## src/rtl/lcd_pkg.sv

```systemverilog
// Shared definitions for the SmartLift LCD byte path: arbiter FSM encoding,
// requester indices and the HD44780-style command bytes used by requesters.
package lcd_pkg;

  typedef enum logic [1:0] {
    ST_IDLE  = 2'd0,
    ST_ISSUE = 2'd1,
    ST_DELAY = 2'd2,
    ST_ACK   = 2'd3
  } lcd_arb_state_e;

  // Requester indices on iREQ/iLOCK/oGNT/oACK
  localparam logic REQ_STATUS = 1'b0;  // elevator-status text sequencer
  localparam logic REQ_FLOOR  = 1'b1;  // floor/call-indicator writer

  // LCD controller command bytes
  localparam logic [7:0] LCD_CMD_FUNC_SET   = 8'h38;
  localparam logic [7:0] LCD_CMD_DISPLAY_ON = 8'h0C;
  localparam logic [7:0] LCD_CMD_CLEAR      = 8'h01;
  localparam logic [7:0] LCD_CMD_ENTRY_MODE = 8'h06;
  localparam logic [7:0] LCD_CMD_LINE1      = 8'h80;
  localparam logic [7:0] LCD_CMD_LINE2      = 8'hC0;

  // One-hot grant/ack vector for a requester index
  function automatic logic [1:0] req_onehot(input logic idx);
    return idx ? 2'b10 : 2'b01;
  endfunction

endpackage

```

## src/rtl/lcd_delay_timer.sv

```systemverilog
// Post-byte settling timer: cleared when the controller reports done, counts
// while enabled and flags the last settling cycle.
module lcd_delay_timer #(
  parameter int unsigned DLY_CYCLES = 262142,
  parameter int unsigned DLY_W      = 18
) (
  input  logic iCLK,
  input  logic iRST_N,
  input  logic clr_i,
  input  logic en_i,
  output logic tc_o
);

  localparam logic [DLY_W-1:0] TC_VAL = DLY_W'(DLY_CYCLES - 32'd1);

  logic [DLY_W-1:0] cnt_q;
  logic [DLY_W-1:0] cnt_d;

  // Next count: clear has priority over counting
  always_comb begin
    cnt_d = cnt_q;
    if (clr_i) begin
      cnt_d = '0;
    end else if (en_i) begin
      cnt_d = cnt_q + {{(DLY_W-1){1'b0}}, 1'b1};
    end else begin
      cnt_d = cnt_q;
    end
  end

  // Counter register
  always_ff @(posedge iCLK or negedge iRST_N) begin
    if (!iRST_N) begin
      cnt_q <= '0;
    end else begin
      cnt_q <= cnt_d;
    end
  end

  assign tc_o = (cnt_q == TC_VAL);

endmodule

```

## src/rtl/lcd_bus_arbiter.sv

```systemverilog
// Round-robin arbiter sharing one LCD byte controller between two requesters,
// with central post-byte settling delay and an owner lock for multi-byte runs.
module lcd_bus_arbiter
  import lcd_pkg::*;
#(
  parameter int unsigned DLY_CYCLES = 262142,
  parameter int unsigned DLY_W      = 18
) (
  input  logic       iCLK,
  input  logic       iRST_N,
  input  logic [1:0] iREQ,
  input  logic [1:0] iLOCK,
  input  logic [7:0] iDATA0,
  input  logic [7:0] iDATA1,
  input  logic       iRS0,
  input  logic       iRS1,
  output logic [1:0] oGNT,
  output logic [1:0] oACK,
  output logic [7:0] oLCD_DATA,
  output logic       oLCD_RS,
  output logic       oLCD_START,
  input  logic       iLCD_DONE
);

  lcd_arb_state_e state_q, state_d;
  logic [1:0] gnt_q, gnt_d;
  logic [1:0] ack_q, ack_d;
  logic [7:0] data_q, data_d;
  logic       rs_q, rs_d;
  logic       start_q, start_d;
  logic       lock_q, lock_d;
  logic       last_q, last_d;

  logic tmr_clr;
  logic tmr_en;
  logic tmr_tc;
  logic grant_v;
  logic sel;
  logic owner;

  // Owner of the byte in flight; grant is one-hot outside IDLE
  assign owner = gnt_q[1];

  lcd_delay_timer #(
    .DLY_CYCLES(DLY_CYCLES),
    .DLY_W     (DLY_W)
  ) u_dly (
    .iCLK  (iCLK),
    .iRST_N(iRST_N),
    .clr_i (tmr_clr),
    .en_i  (tmr_en),
    .tc_o  (tmr_tc)
  );

  // Next-state and output decode for the arbitration/issue sequence
  always_comb begin
    state_d = state_q;
    gnt_d   = gnt_q;
    ack_d   = 2'b00;
    data_d  = data_q;
    rs_d    = rs_q;
    start_d = start_q;
    lock_d  = lock_q;
    last_d  = last_q;
    tmr_clr = 1'b0;
    tmr_en  = 1'b0;
    grant_v = 1'b0;
    sel     = last_q;
    case (state_q)
      ST_IDLE: begin
        if (lock_q) begin
          // Locked: only the previous owner may proceed; release once it is quiet
          if (iREQ[last_q]) begin
            grant_v = 1'b1;
            sel     = last_q;
          end else if (!iLOCK[last_q]) begin
            lock_d = 1'b0;
            gnt_d  = 2'b00;
          end else begin
            lock_d = 1'b1;
          end
        end else begin
          if (iREQ == 2'b11) begin
            grant_v = 1'b1;
            sel     = ~last_q;
          end else if (iREQ[REQ_STATUS]) begin
            grant_v = 1'b1;
            sel     = REQ_STATUS;
          end else if (iREQ[REQ_FLOOR]) begin
            grant_v = 1'b1;
            sel     = REQ_FLOOR;
          end else begin
            grant_v = 1'b0;
          end
        end
        if (grant_v) begin
          gnt_d   = req_onehot(sel);
          data_d  = sel ? iDATA1 : iDATA0;
          rs_d    = sel ? iRS1 : iRS0;
          start_d = 1'b1;
          state_d = ST_ISSUE;
        end else begin
          state_d = ST_IDLE;
        end
      end
      ST_ISSUE: begin
        if (iLCD_DONE) begin
          start_d = 1'b0;
          tmr_clr = 1'b1;
          state_d = ST_DELAY;
        end else begin
          start_d = 1'b1;
        end
      end
      ST_DELAY: begin
        tmr_en = 1'b1;
        if (tmr_tc) begin
          ack_d   = req_onehot(owner);
          state_d = ST_ACK;
        end else begin
          state_d = ST_DELAY;
        end
      end
      ST_ACK: begin
        last_d  = owner;
        lock_d  = iLOCK[owner];
        state_d = ST_IDLE;
        if (!iLOCK[owner]) begin
          gnt_d = 2'b00;
        end else begin
          gnt_d = gnt_q;
        end
      end
      default: begin
        state_d = ST_IDLE;
        gnt_d   = 2'b00;
        start_d = 1'b0;
        lock_d  = 1'b0;
      end
    endcase
  end

  // State and registered outputs
  always_ff @(posedge iCLK or negedge iRST_N) begin
    if (!iRST_N) begin
      state_q <= ST_IDLE;
      gnt_q   <= 2'b00;
      ack_q   <= 2'b00;
      data_q  <= 8'h00;
      rs_q    <= 1'b0;
      start_q <= 1'b0;
      lock_q  <= 1'b0;
      last_q  <= 1'b1;
    end else begin
      state_q <= state_d;
      gnt_q   <= gnt_d;
      ack_q   <= ack_d;
      data_q  <= data_d;
      rs_q    <= rs_d;
      start_q <= start_d;
      lock_q  <= lock_d;
      last_q  <= last_d;
    end
  end

  assign oGNT       = gnt_q;
  assign oACK       = ack_q;
  assign oLCD_DATA  = data_q;
  assign oLCD_RS    = rs_q;
  assign oLCD_START = start_q;

endmodule

```

## config.mk

```make
export PLATFORM = sky130hd
export DESIGN_NAME = lcd_bus_arbiter
export DESIGN_NICKNAME = d
export VERILOG_FILES = /design/src/rtl/lcd_pkg.sv /design/src/rtl/lcd_delay_timer.sv /design/src/rtl/lcd_bus_arbiter.sv
export SDC_FILE = /design/constraint.sdc
export NUM_CORES = 1
export LEC_CHECK = 0
export ABC_AREA = 0
export CAP_MARGIN = 20
export CORE_MARGIN = 3
export CORE_UTILIZATION = 45
export CTS_BUF_LIST = sky130_fd_sc_hd__clkbuf_16
export DETAILED_ROUTE_END_ITERATION = 8
export PLACE_DENSITY = 0.82
export SETUP_SLACK_MARGIN = 0.5
export SYNTH_ARGS = -nofsm -noshare
export SYNTH_HDL_FRONTEND = slang
export SYNTH_SLANG_ARGS = --single-unit
```

## constraint.sdc

```tcl
create_clock -name iCLK -period 2.3 [get_ports iCLK]
set_input_delay 0.69 -clock iCLK [delete_from_list [all_inputs] [get_ports iCLK]]
set_output_delay 0.69 -clock iCLK [all_outputs]
set_load 0.005 [all_outputs]
```

==> metrics.txt <==
maximum clock frequency approximately 570 MHz; Slew Viols, Final 0; synthesized flop and latch total 36; # rows 22; layout cells sized above 1 0.128; CTS root buffer clkbuf_16; Hold-fix buffers, CTS 0; Yosys top cell by area dfrtp_1; Final HPWL DP between 2000 and 3000 microns; Unique masters post-synth 42; CP Depth 5; hold_sp oLCD_DATA[4]$_DFFE_PN0P_; Yosys top cell area share 0.471; setup TNS 0 ns; largest net degree at the start of global routing 37; Multi-input gate area 917 sq um; Area growth, synth to finish 34.0%; die area roughly 5000 sq um; num ports 39; # port buffers 38; power share of the clock group 0.252; Synth Instances approximately 190; WP data arrival just under 2 ns; Initial Utilization 0.486; PD cells 1050 nW/um^2; most numerous cell in the Yosys netlist dfrtp_1; Internal Power between 1.5 and 2 mW; Vias about 1500; CP cell instances clkdlybuf4s50_1 -> nand4bb_1 -> nand4_1 -> nor4_1 -> a21o_1; Slew headroom 0.701; Power, Total 2.61 mW; htree depth 2; TritonCTS buffer count 5; CTS tree built; Max Fanout on Critical Path 3; RSZ-0062 raised after global routing yes; most frequently used flop master after synthesis dfrtp_1; top post-synthesis cells by area dfrtp_1 (47%), mux2i_1 (4.8%), xnor2_1 (4.7%), ha_1 (4.0%), nor2_1 (3.6%); period utilization 0.759; Filler Cell Count about 320; WL final about 4100 microns; worst skew pair latency between 0.2 and 0.3 ns; Hold EP oLCD_DATA[4]$_DFFE_PN0P_; Peak VDD IR around 0.0005 V; wire per inst about 15 microns; chip width around 70 microns; gpl congestion roughly 0.80; WP data required 2.52 ns; CP Class primary input to flip-flop; Worst-path clk slew ~0.060 ns; grt total ovfl 0; utilization after layout 0.651; ant diodes 0; Finished Layout Cells around 280; Switching Fraction 0.344; switching pwr 900 uW; Max-Cap Viols 0; DRC viols 0; CP Capture Type flip-flop; Clock Skew 0.00626 ns; initial antenna violation count 0; WP buf/inv 1; total track usage 0.180; Seq/Total Area, Yosys 0.486; Die Y ~70 microns; warnings from Yosys 0; Worst Max-Slew Pin Slew around 0.45 ns; post-layout min period about 1.7 ns; synth cell count leaders dfrtp_1 (35), nor2_1 (18), nand2_1 (17), o21ai_0 (11), xnor2_1 (10); outcome finished, final reports clean; final hold slack 0.483 ns; DRT Pass-1 Iters 4; Worst R2R Path Depth 4; average cell area after synthesis 9.94 sq um; Mapped Nets approximately 220; EDFF count, synth 0; Netlist Area Pre-Place roughly 1900 sq um; core box area 3830 sq um; Hold WC Path Type flip-flop to flip-flop; vias in the first global route around 1500; DR iter-0 viols approximately 140; Max Root-Sink Buffers 2; final hold violations 0; first-pass GRT wire length ~7100 microns; RR Endpoint u_dly.cnt_q[16]$_DFFE_PN0P_; sequential power share 0.379; hold path cells 2; clock sink total 36; CP top delay family simple AND/OR/NAND/NOR gates; Worst setup SP type primary input; FF-to-FF Start u_dly.cnt_q[6]$_DFFE_PN0P_; via/cell ratio 5.45; Total Nets Final 264; Final Setup Violations 0; setup slack, reg-to-reg ~0.56 ns; ys async rst share 1.00; CP max stage delay between 0.4 and 0.5 ns; Register Area ~900 sq um; Lkg Pwr ~1.1 nW; combinational share of power 0.370; Slowest cell on crit path clkdlybuf4s50_1; ANT nets after route 0; Placed Cells incl. Taps between 200 and 300
-- state kept, by name (all words and copies together) (netlist names) --
name / flops
last_q: 1
lock_q: 1
oACK: 2
oGNT: 2
oLCD_DATA: 8
oLCD_RS: 1
oLCD_START: 1
state_q: 2
u_dly.cnt_q: 18
-- per-layer routing --
layer / global-route usage / vias up / part of all wire
li1: - / 755 / -
met1: 0.232 / 720 / 0.46
met2: 0.264 / 57 / 0.45
met3: 0.0734 / 6 / 0.079
met4: 0.0809 / 0 / 0.011
met5: 0 / - / 0
-- tightest hold or removal path: stages, from the launching register on --
cell     delay [ns]
dfrtp_1        0.33
nand2_1        0.05
o21ai_0        0.07
-- how the worst max path moves through the flow --
stage                           start                          to  slack (ns)
3_3_place_gp                  iREQ[0]         oGNT[0]$_DFFE_PN0P_        0.10
4_1_cts             oACK[1]$_DFF_PN0_                     oACK[1]        0.50
2_1_floorplan  state_q[0]$_DFFE_PN0P_  u_dly.cnt_q[5]$_DFFE_PN0P_        0.54
6_report                     iLOCK[0]         oGNT[1]$_DFFE_PN0P_        0.55
3_5_place_dp                  iREQ[0]         oGNT[1]$_DFFE_PN0P_        0.02
5_1_grt                      iLOCK[0]         oGNT[1]$_DFFE_PN0P_        0.49
-- through the flow --
step	cell area, sq um	setup WS [ns]
final	2490	0.554
after CTS	2480	0.502
after floorplan	1860	0.543
after global routing	2490	0.491
after detailed placement	2310	0.0183
after global placement	2310	0.103
-- area by class of cell --
class,instances,area share
multi-input cells,137,0.368
inverters,7,0.0106
flip-flops and latches,36,0.364
clock inverters,3,0.00754
well taps,48,0.0241
repair buffers,46,0.175
clock buffers,5,0.0503
-- repair_timing --
action,in CTS,in global routing
pin swaps,2,0
setup buffers,4,0
gates resized for setup,18,6
hold endpoints to repair,0,0
setup endpoints to repair,31,16
-- logic make-up (layout without fill, tap and decap cells) --
logic type / Yosys count / count (layout) / share of synthesized area
and+or+nand+nor: 74 / 74 / 0.213
DFF: 36 / 36 / 0.486
AOI/OAI and AO/OA: 32 / 32 / 0.104
buffers and inverters: 14 / 61 / 0.0296
xor gates and xnor gates: 13 / 13 / 0.0613
muxes: 12 / 12 / 0.0667
adders and majority gates: 6 / 6 / 0.0404
-- power by group through the flow --
stage	registers [mW]	logic, mW	clock network [mW]
global route	1.02	1.08	0.698
floorplan	0.974	0.585	0
CTS	0.989	0.963	0.674
global placement	0.995	0.956	0
finish	0.989	0.966	0.658
detailed placement	1.01	0.990	0
-- placed cells by master (no fill, tap or decap), drive strengths merged, types with 4 or more instances in the layout --
master / n
nand3: 4
dlygate4sd2: 15
mux2i: 9
xnor2: 10
ha: 6
a21oi: 5
dfrtp: 35
or3: 4
nand2: 17
nor4: 6
inv: 7
clkdlybuf4s50: 22
nor3: 6
nor2: 18
clkbuf: 5
nand4: 7
buf: 8
o21ai: 16
(Power assumes the default switching activity.)
